`config.mk`:
```
export PLATFORM = sky130hd
export DESIGN_NAME = fifo_rd_stream
export DESIGN_NICKNAME = d
export VERILOG_FILES = /design/src/rtl/fifo_rd_stream.sv
export SDC_FILE = /design/constraint.sdc
export NUM_CORES = 1
export LEC_CHECK = 0
export ABC_AREA = 0
export BUFFER_PORTS_ARGS = -buffer_cell sky130_fd_sc_hd__buf_2
export CAP_MARGIN = 20
export CORE_MARGIN = 2
export CORE_UTILIZATION = 30
export DETAILED_ROUTE_END_ITERATION = 10
export GPL_TIMING_DRIVEN = 0
export HOLD_SLACK_MARGIN = 0.02
export PLACE_DENSITY = 0.55
export SLEW_MARGIN = 20
export SYNTH_ARGS = -nofsm -noshare
export SYNTH_HDL_FRONTEND = slang
export SYNTH_SLANG_ARGS = --single-unit
```
`constraint.sdc`:
```
create_clock -name rd_clk -period 5.5 [get_ports rd_clk]
set_input_delay 0.55 -clock rd_clk [delete_from_list [all_inputs] [get_ports rd_clk]]
set_output_delay 0.55 -clock rd_clk [all_outputs]
set_load 0.005 [all_outputs]
```
`src/rtl/fifo_rd_stream.sv`:
```
// Read-side consumer for a FIFO with one-cycle registered read data. It turns the FIFO
// into a valid/ready stream, holding up to two words.
module fifo_rd_stream #(
  parameter int DATA_WIDTH = 8,
  parameter int CNT_WIDTH  = 16
) (
  input  logic                  rd_clk,
  input  logic                  rst_n,
  input  logic                  en,
  input  logic                  fifo_empty,
  input  logic [DATA_WIDTH-1:0] fifo_dout,
  output logic                  fifo_rd_en,
  output logic                  m_valid,
  input  logic                  m_ready,
  output logic [DATA_WIDTH-1:0] m_data,
  output logic [CNT_WIDTH-1:0]  word_cnt,
  output logic                  busy
);

  logic [DATA_WIDTH-1:0] r_buf [2];
  logic                  r_head;
  logic [1:0]            r_count;
  logic                  r_inflight;
  logic [CNT_WIDTH-1:0]  r_word_cnt;

  logic       w_pop;
  logic       w_push;
  logic [2:0] w_slots;
  logic [2:0] w_slots_after;
  logic       w_wr_idx;
  logic       w_head_next;
  logic [1:0] w_count_next;

  assign w_pop         = m_valid && m_ready;
  assign w_push        = r_inflight;
  assign w_slots       = {1'b0, r_count} + {2'b00, r_inflight};
  assign w_slots_after = w_slots - {2'b00, w_pop};

  // A read is issued only if its word is guaranteed a slot when it lands next cycle.
  // Gating with rst_n keeps the strobe low while the block is held in reset.
  assign fifo_rd_en = rst_n && en && !fifo_empty && (w_slots_after <= 3'd1);

  // Write slot is (head + count) mod 2. A capture never occurs when count is 2.
  assign w_wr_idx = r_head ^ r_count[0];

  always_comb begin
    w_count_next = r_count;
    case ({w_push, w_pop})
      2'b10:   w_count_next = r_count + 2'd1;
      2'b01:   w_count_next = r_count - 2'd1;
      default: w_count_next = r_count;
    endcase
  end

  // On the pop that empties the buffer, the head stays put. m_data therefore keeps
  // showing the last word, and the next capture lands at the head slot.
  always_comb begin
    w_head_next = r_head;
    if (w_pop && !(r_count == 2'd1 && !w_push)) begin
      w_head_next = ~r_head;
    end
  end

  always_ff @(posedge rd_clk or negedge rst_n) begin
    if (!rst_n) begin
      r_head     <= 1'b0;
      r_count    <= 2'd0;
      r_inflight <= 1'b0;
      r_word_cnt <= '0;
    end else begin
      r_head     <= w_head_next;
      r_count    <= w_count_next;
      r_inflight <= fifo_rd_en;
      if (w_pop) begin
        r_word_cnt <= r_word_cnt + 1'b1;
      end
    end
  end

  always_ff @(posedge rd_clk or negedge rst_n) begin
    if (!rst_n) begin
      for (int i = 0; i < 2; i++) begin
        r_buf[i] <= '0;
      end
    end else if (w_push) begin
      r_buf[w_wr_idx] <= fifo_dout;
    end
  end

  assign m_valid  = (r_count != 2'd0);
  assign m_data   = r_buf[r_head];
  assign word_cnt = r_word_cnt;
  assign busy     = r_inflight || (r_count != 2'd0);

endmodule

```
# Word-level counts from Yosys, hierarchy flattened
# Index checks and enable logic that the tools add are counted.
# op_classes
add_sub_neg	5
order_cmp	4
n_eq_ne	3
muxes	7
n_bitwise	4
reduce_logical	13
# op_table
operator	count
$mux W8	4
$add A16 B1 Y16 const B	1
$bwmux W16	1
$demux W8 S1	1
$logic_and A1 B1 Y1	7
$eq A2 B1 Y1 const B	2
$ge A2 B2 Y1 const B	2
$not A1 Y2	2
$pmux W2 S2	1
$reduce_bool A2 Y1	2
$add A2 B1 Y3	1
$le A3 B1 Y1 const B	1
$logic_not A1 Y1	3
$sub A3 B1 Y3	1
$add A2 B1 Y2 const B	1
$eq A2 B2 Y1 const B	1
$lt A2 B1 Y1 const B	1
$sub A2 B1 Y2 const B	1
$logic_or A1 B1 Y1	1
$not A1 Y1	1
$xor A1 B1 Y1	1
# totals
register_bits	36
in_bits	13
elab_cells	42

# Depth between registers and ports, before layout
# Gate-level depths: netlist of the first run.
# logic_depth
ltp_word	7
mapped_depth	9

# Worst setup path after synthesis of the first run
# No wires, ideal clock.
# synth_timing
path_type	reg-to-output
start	reg r_count[1]
end	out fifo_rd_en
arrival_ns	2.062
t_required_ns	4.950
setup_slack_ns	2.888
path_stages_with_launch	10
path_buffers	0
path_cell_list	dfrtp_1 -> inv_1 -> ha_1 -> nor2b_1 -> xnor2_1 -> ha_1 -> inv_1 -> fa_1 -> nand4b_1 -> nor2_1
# synth_between
elab_chain_len	5
word_cells_on_any_way	6
cone_classes	add/sub: 2; order compare: 1; reduce/logical: 3
# synth_lines
element	line_no	text
from (decl)	22	logic [1:0] r_count;
from (signal assigned)	72	r_count <= w_count_next;
branches (longest 2 deep; another with $add A2 B1 Y3)	--	
$sub A3 B1 Y3 (*)	37	assign w_slots_after = w_slots - {2'b00, w_pop};
$le A3 B1 Y1 (*)	41	assign fifo_rd_en = rst_n && en && !fifo_empty && (w_slots_after <= 3'd1);
$logic_and A1 B1 Y1 (*)	41	
to (decl)	12	output logic fifo_rd_en,
# Mark *: on every way between the ends.

# Worst setup path after layout of the first run
# Same ends and word-level chain as after synthesis.

==> results of run 1 <==
[layout make-up]
class | count | area, µm²
Buffer | 3 | 33.8
Clock inverter | 2 | 35.0
Timing Repair Buffer | 39 | 195
Fill cell | 572 | 3430
Tap cell | 72 | 90.1
Multi-Input combinational cell | 89 | 793
Clock buffer | 6 | 72.6
Inverter | 5 | 18.8
Sequential cell | 36 | 901
[per-stage QoR]
step	cells	hold slack, ns	worst slack [ns]
after floorplan	133	0.254	2.89
after global placement	244	0.458	2.49
after detailed placement	244	0.463	2.48
after CTS	252	0.391	2.15
after global routing	252	0.426	2.03
final	252	0.356	2.22
[how the worst max path moves through the flow]
stage	startpoint	to	slack, ns	depth (start not counted)
4_1_cts	r_count[1]	fifo_rd_en	2.15	10
5_1_grt	r_count[1]	fifo_rd_en	2.03	10
6_report	r_count[1]	fifo_rd_en	2.22	10
3_3_place_gp	r_count[1]	fifo_rd_en	2.49	10
3_5_place_dp	r_count[1]	fifo_rd_en	2.48	10
2_1_floorplan	r_count[1]	fifo_rd_en	2.89	9
[kinds of logic after synthesis]
family | Yosys count
fa+ha+maj | 5
mux | 24
compound gates | 3
flops | 36
buf+inv | 8
simple gates | 37
xor+xnor | 20
[power by group through the flow]
stage	Clock [µW]	Combinational [µW]	Sequential [µW]
2_1_floorplan	0	299	429
3_3_place_gp	0	418	443
3_5_place_dp	0	424	441
4_1_cts	236	427	438
5_1_grt	249	466	453
6_report	227	416	438
[per-layer routing]
layer | global-route usage, % | share of wire [%] | up-vias
li1 | - | - | 539
met1 | 14.7 | 49 | 527
met4 | 3.56 | 1.3 | 0
met3 | 3.60 | 6.3 | 6
met5 | 0 | 0 | -
met2 | 15.8 | 44 | 30
[cell usage after synthesis]
cell type	n	area share [%]
dfrtp_1	36	52
mux2_2	16	10
nand2_1	14	3.0
xnor2_1	13	6.5
mux2_4	8	6.9
xor2_1	7	3.5
inv_1	5	1.1
nor2_1	5	1.1
ha_1	4	2.9
nand4_1	4	1.4
buf_6	3	1.9
nand3_1	3	0.86
nor4_4	2	2.4
a211oi_1	1	0.43
a21oi_1	1	0.29
a31oi_1	1	0.36
and4_1	1	0.50
fa_1	1	1.1
nand2b_4	1	0.79
nand3_2	1	0.57
nand4b_1	1	0.50
nor2b_1	1	0.36
nor3_1	1	0.29
nor3_2	1	0.57
or2_1	1	0.36
or2_2	1	0.36
[worst register-to-register path: cells and delay by family, from the launching register on]
| kind | cells | cell delay, ns |
|---|---|---|
| adder cells (fa/ha/maj) | 3 | 0.90 |
| AND/OR/NAND/NOR | 3 | 0.63 |
| flip-flops | 1 | 0.45 |
| XOR/XNOR | 1 | 0.21 |
| buffers and inverters | 2 | 0.13 |
[flip-flops by register name, summed over array words and instances, names as in the netlist]
name and cells:
r_head 1, r_buf 16, word_cnt 16, r_count 2
r_inflight 1
==> results.cfg, run 1 <==
[clock_tree]
cts_setup_buffers = 0
clk_pin_slew_ns = 0.08
cts-root-buf = clkbuf_8
cts_resized = 0
clockBufferDepth = 2
cts_buffers = 5
cts_tree = built
hold_buffers = 0
clkLatencyLatePin_ns = 0.28
clock_sinks = 36
htree_levels = 2

[timing]
period_share_pct = 59.6
finalMaxSlewViolations = 0
fin_tns_setup_ns = 0
finalHoldViolCount = 0
rsz0062_at_grt = false
fmax_ghz = 0.305
relSlewSlack_pct = 45.3
fin_crit_ns = 3.28
setup-violations-final = 0
finalClockSkew_ns = 0.00706
tightest_slew_ns = 0.821

[floorplanning]
die_h_um = 80.3
ios = 40
initial_utilization_pct = 31.3
dieArea_um2 = 6450
die_w_um = 80.3
fp.coreArea_um2 = 5570
num_rows = 27

[critical_path]
cp_num_buf_inv = 3
critical_path_required_ns = 4.95
slowest_stage = fa_1
path_cells = inv_1, ha_1, nor2b_1, xnor2_1, ha_1, inv_1, fa_1, nand4b_1, nor2_1, buf_2
start_kind = register
rr_startpoint = r_count[1]
r2r_cells = 9
path_max_fanout = 5
critPathTopFamily = adder cells
crit_path_end_kind = primary output
crit_type = register to primary output
cpPeakStageDelay_ns = 0.47
reg2reg_slack_ns = 3.11
cp_data_arrival_time_ns = 2.73
r2r-end = r_inflight

[cells_and_area]
areaGrowthSynthToFinish_pct = 22.5
final_common_cell = buf_2
num_antenna_cells = 0
utilization_pct = 38.4
fin_nets = 197
finalInstanceArea_um2 = 2140
drive_gt1_share_pct = 43.9
final_cell_mix = 39 x buf_2, 36 x dfrtp_1, 16 x mux2_2

[synthesis]
synth_top_family_by_area = multiplexers
synth_area_per_cell_um2 = 13.1
synth-simple-area-share_pct = 13.1
syn_inst = 133
synth_seq_cells = 36
synthMuxAreaShare_pct = 17.2
synth_xor_area_share_pct = 10.0
synth_compound_area_share_pct = 1.07
synth_fa_ha_area_share_pct = 4.01
seq_area_frac_synth_pct = 51.6
ys_warn_count = 0
syn_area_um2 = 1750
synth_cell_type_count = 26
synthesis.nets = 151

[power_and_ir_drop]
p_total_uw = 1080
p_seq_share_pct = 40.5
pwr_density_cell_nw_per_um2 = 505
clock_power_share_pct = 21.0
irDropWorstVdd_mv = 0.219
comb_power_share_pct = 38.5
p_sw_uw = 338
p_int_uw = 743
leakagePower_uw = 0.00101
swShare_pct = 31.3

[grt]
grt_pass1_wl_um = 5240
track_usage_pct = 10.7
grt_pass1_vias = 1063
grt_overflow = 0
grt_antenna_before_repair = 0
grt_max_degree = 38

[placement]
place_congestion = 0.687
io_buffers = 39
place_area_um2 = 2030
post-dp-hpwl_um = 2190

[routing]
num_vias = 1102
drt-pass1-iter-count = 2
drt_iter0_markers = 48
drc_errors = 0
wl_um = 3070
wl_per_cell_um = 12.2
ant_nets = 0
viasPerCell = 4.37

[min_path]
hp-class = input pin to asynchronous set/reset pin

[run]
maxCapViolations = 0

[status]
status = complete, no violations
No activity file was read; power rests on OpenSTA's default activity.
==> run 2: changes to the inputs <==
- PLACE_DENSITY: 0.55 -> 0.57
- clock period: 5.5 -> 2.95 ns (I/O delays scaled with it)
==> run 2 against run 1 <==
Combinational power up 92%. Flip-flop and latch count unchanged. Critical path depth is the same. Via count increased by 3.0%. Final cell count rose by 0.40%. First-iteration DRC count is 77% lower. Worst hold slack worse by 0.25 ns. Largest cell class unchanged.
==> results.cfg, run 2 (same netlist as run 1, synthesis figures left out) <==
[critical_path]
crit_path_end_kind = primary output
path_max_fanout = 5
cp_common_cell = inv_1
critPathTopFamily = adder cells
crit_type = register to primary output
start_kind = register
critical_path_required_ns = 2.65
path_cells = inv_1, ha_2, nor2b_4, xnor2_1, ha_1, inv_1, fa_1, nand4b_1, nor2_1, buf_2
cp_num_buf_inv = 3
slowest_stage = fa_1
cp_data_arrival_time_ns = 2.43
cpPeakStageDelay_ns = 0.47

[grt]
met2_usage_pct = 16.7
grt_overflow = 0
grt_max_degree = 38
track_usage_pct = 11.0
grt_antenna_before_repair = 0
met1_usage_pct = 15.0
grt-busiest-layer = met2
grt_pass1_wl_um = 5410
grtUsageMet3_pct = 3.48
grt_pass1_vias = 1103

[power_and_ir_drop]
leakagePower_uw = 0.00101
irDropWorstVdd_mv = 0.367
pwr_density_cell_nw_per_um2 = 923

[timing]
relSlewSlack_pct = 45.5
finalHoldViolCount = 0
fin_crit_ns = 2.72
setup-violations-final = 0
tightest_slew_ns = 0.817
setup_ws_ns = 0.229
finalClockSkew_ns = 0.00363
fin_tns_setup_ns = 0
period_share_pct = 92.3
fmax_ghz = 0.367
rsz0062_at_grt = false
finalMaxSlewViolations = 0

[cells_and_area]
utilization_pct = 38.4
areaGrowthSynthToFinish_pct = 22.6
fin_nets = 198
finalInstanceArea_um2 = 2140
num_antenna_cells = 0
multiInputGateArea_um2 = 803
drive_gt1_share_pct = 45.3
final_common_cell = buf_2
final_cell_mix = 39 x buf_2, 35 x dfrtp_1, 16 x mux2_2
fillers = 570
seq_area_um2 = 902

[clock_tree]
htree_levels = 2
cts_tree = built
clock_sinks = 36
clockBufferDepth = 2
clkLatencyLatePin_ns = 0.28
cts-root-buf = clkbuf_8
clk_pin_slew_ns = 0.07
cts_buffers = 5

[routing]
wl_um = 3160
wl_per_cell_um = 12.5
num_vias = 1135
drt-pass1-iter-count = 4
ant_nets = 0
drt_iter0_markers = 11
drc_errors = 0
viasPerCell = 4.49

[floorplanning]
num_rows = 27
initial_utilization_pct = 31.3
die_h_um = 80.3
die_w_um = 80.3
fp.coreArea_um2 = 5570
ios = 40
dieArea_um2 = 6450

[status]
status = complete, no violations

[placement]
place_area_um2 = 2030
post-dp-hpwl_um = 2230
io_buffers = 39
place_ws_ns = 0.265
place_congestion = 0.719

[min_path]
hp-class = input pin to asynchronous set/reset pin

[run]
maxCapViolations = 0
==> run 2: cell types whose count changed in the layout (fill, tap and decap cells not counted), sizes merged <==
| cell | delta |
|---|---|
| clkbuf | +2 |
| buf | +1 |
| bufinv | -1 |
| clkinv | -1 |
==> run 2: final cells by class <==
| class | instances | share of cell area [%] |
|---|---|---|
| Multi-Input combinational cell | 89 | 37.5 |
| Inverter | 5 | 0.877 |
| Clock buffer | 8 | 4.21 |
| Buffer | 3 | 1.58 |
| Timing Repair Buffer | 40 | 9.47 |
| Sequential cell | 36 | 42.1 |
| Tap cell | 72 | 4.21 |
==> run 2: final timing paths <==
kind | startpoint | end | slack (ns) | cells after the start
max | r_count[1] | fifo_rd_en | 0.23 | 10
min | rst_n | r_buf[11] | 0.10 | 1
max reg2reg | r_count[1] | r_inflight | 0.86 | 9
min reg2reg | word_cnt[15] | word_cnt[15] | 0.48 | 1
max in group asynchronous | rst_n | r_count[1] | 2.29 | 1
min in group rd_clk | fifo_dout[6] | r_buf[14] | 0.26 | 2
==> run 2: power by group <==
| part | switching [µW] | internal (µW) | total (µW) | leakage (µW) |
|---|---|---|---|---|
| sequential | 140 | 678 | 818 | 0.000438 |
| combinational | 325 | 474 | 799 | 0.000525 |
| clock | 167 | 190 | 357 | 0.0000455 |
| total | 632 | 1340 | 1980 | 0.00101 |
==> run 2: metal layers <==
layer	share of wire, %	wire (µm)
met2	45	1420
met1	48	1530
met5	0	0
met3	6.0	190
met4	0.89	28
==> run 2: repair_timing <==
action                     in CTS  in global routing
buffers inserted                0                  1
setup endpoints to repair       1                  1
hold buffers                    0                  0
pin swaps                       0                  0
resized for setup               1                  3
==> run 2: metrics by stage <==
stage | std cells | hold WS (ns) | power (µW)
3_3_place_gp | 244 | 0.455 | 1600
2_1_floorplan | 133 | -0.000591 | 1360
5_1_grt | 253 | 0.171 | 2150
4_1_cts | 252 | 0.139 | 1990
3_5_place_dp | 244 | 0.453 | 1610
6_report | 253 | 0.104 | 1980
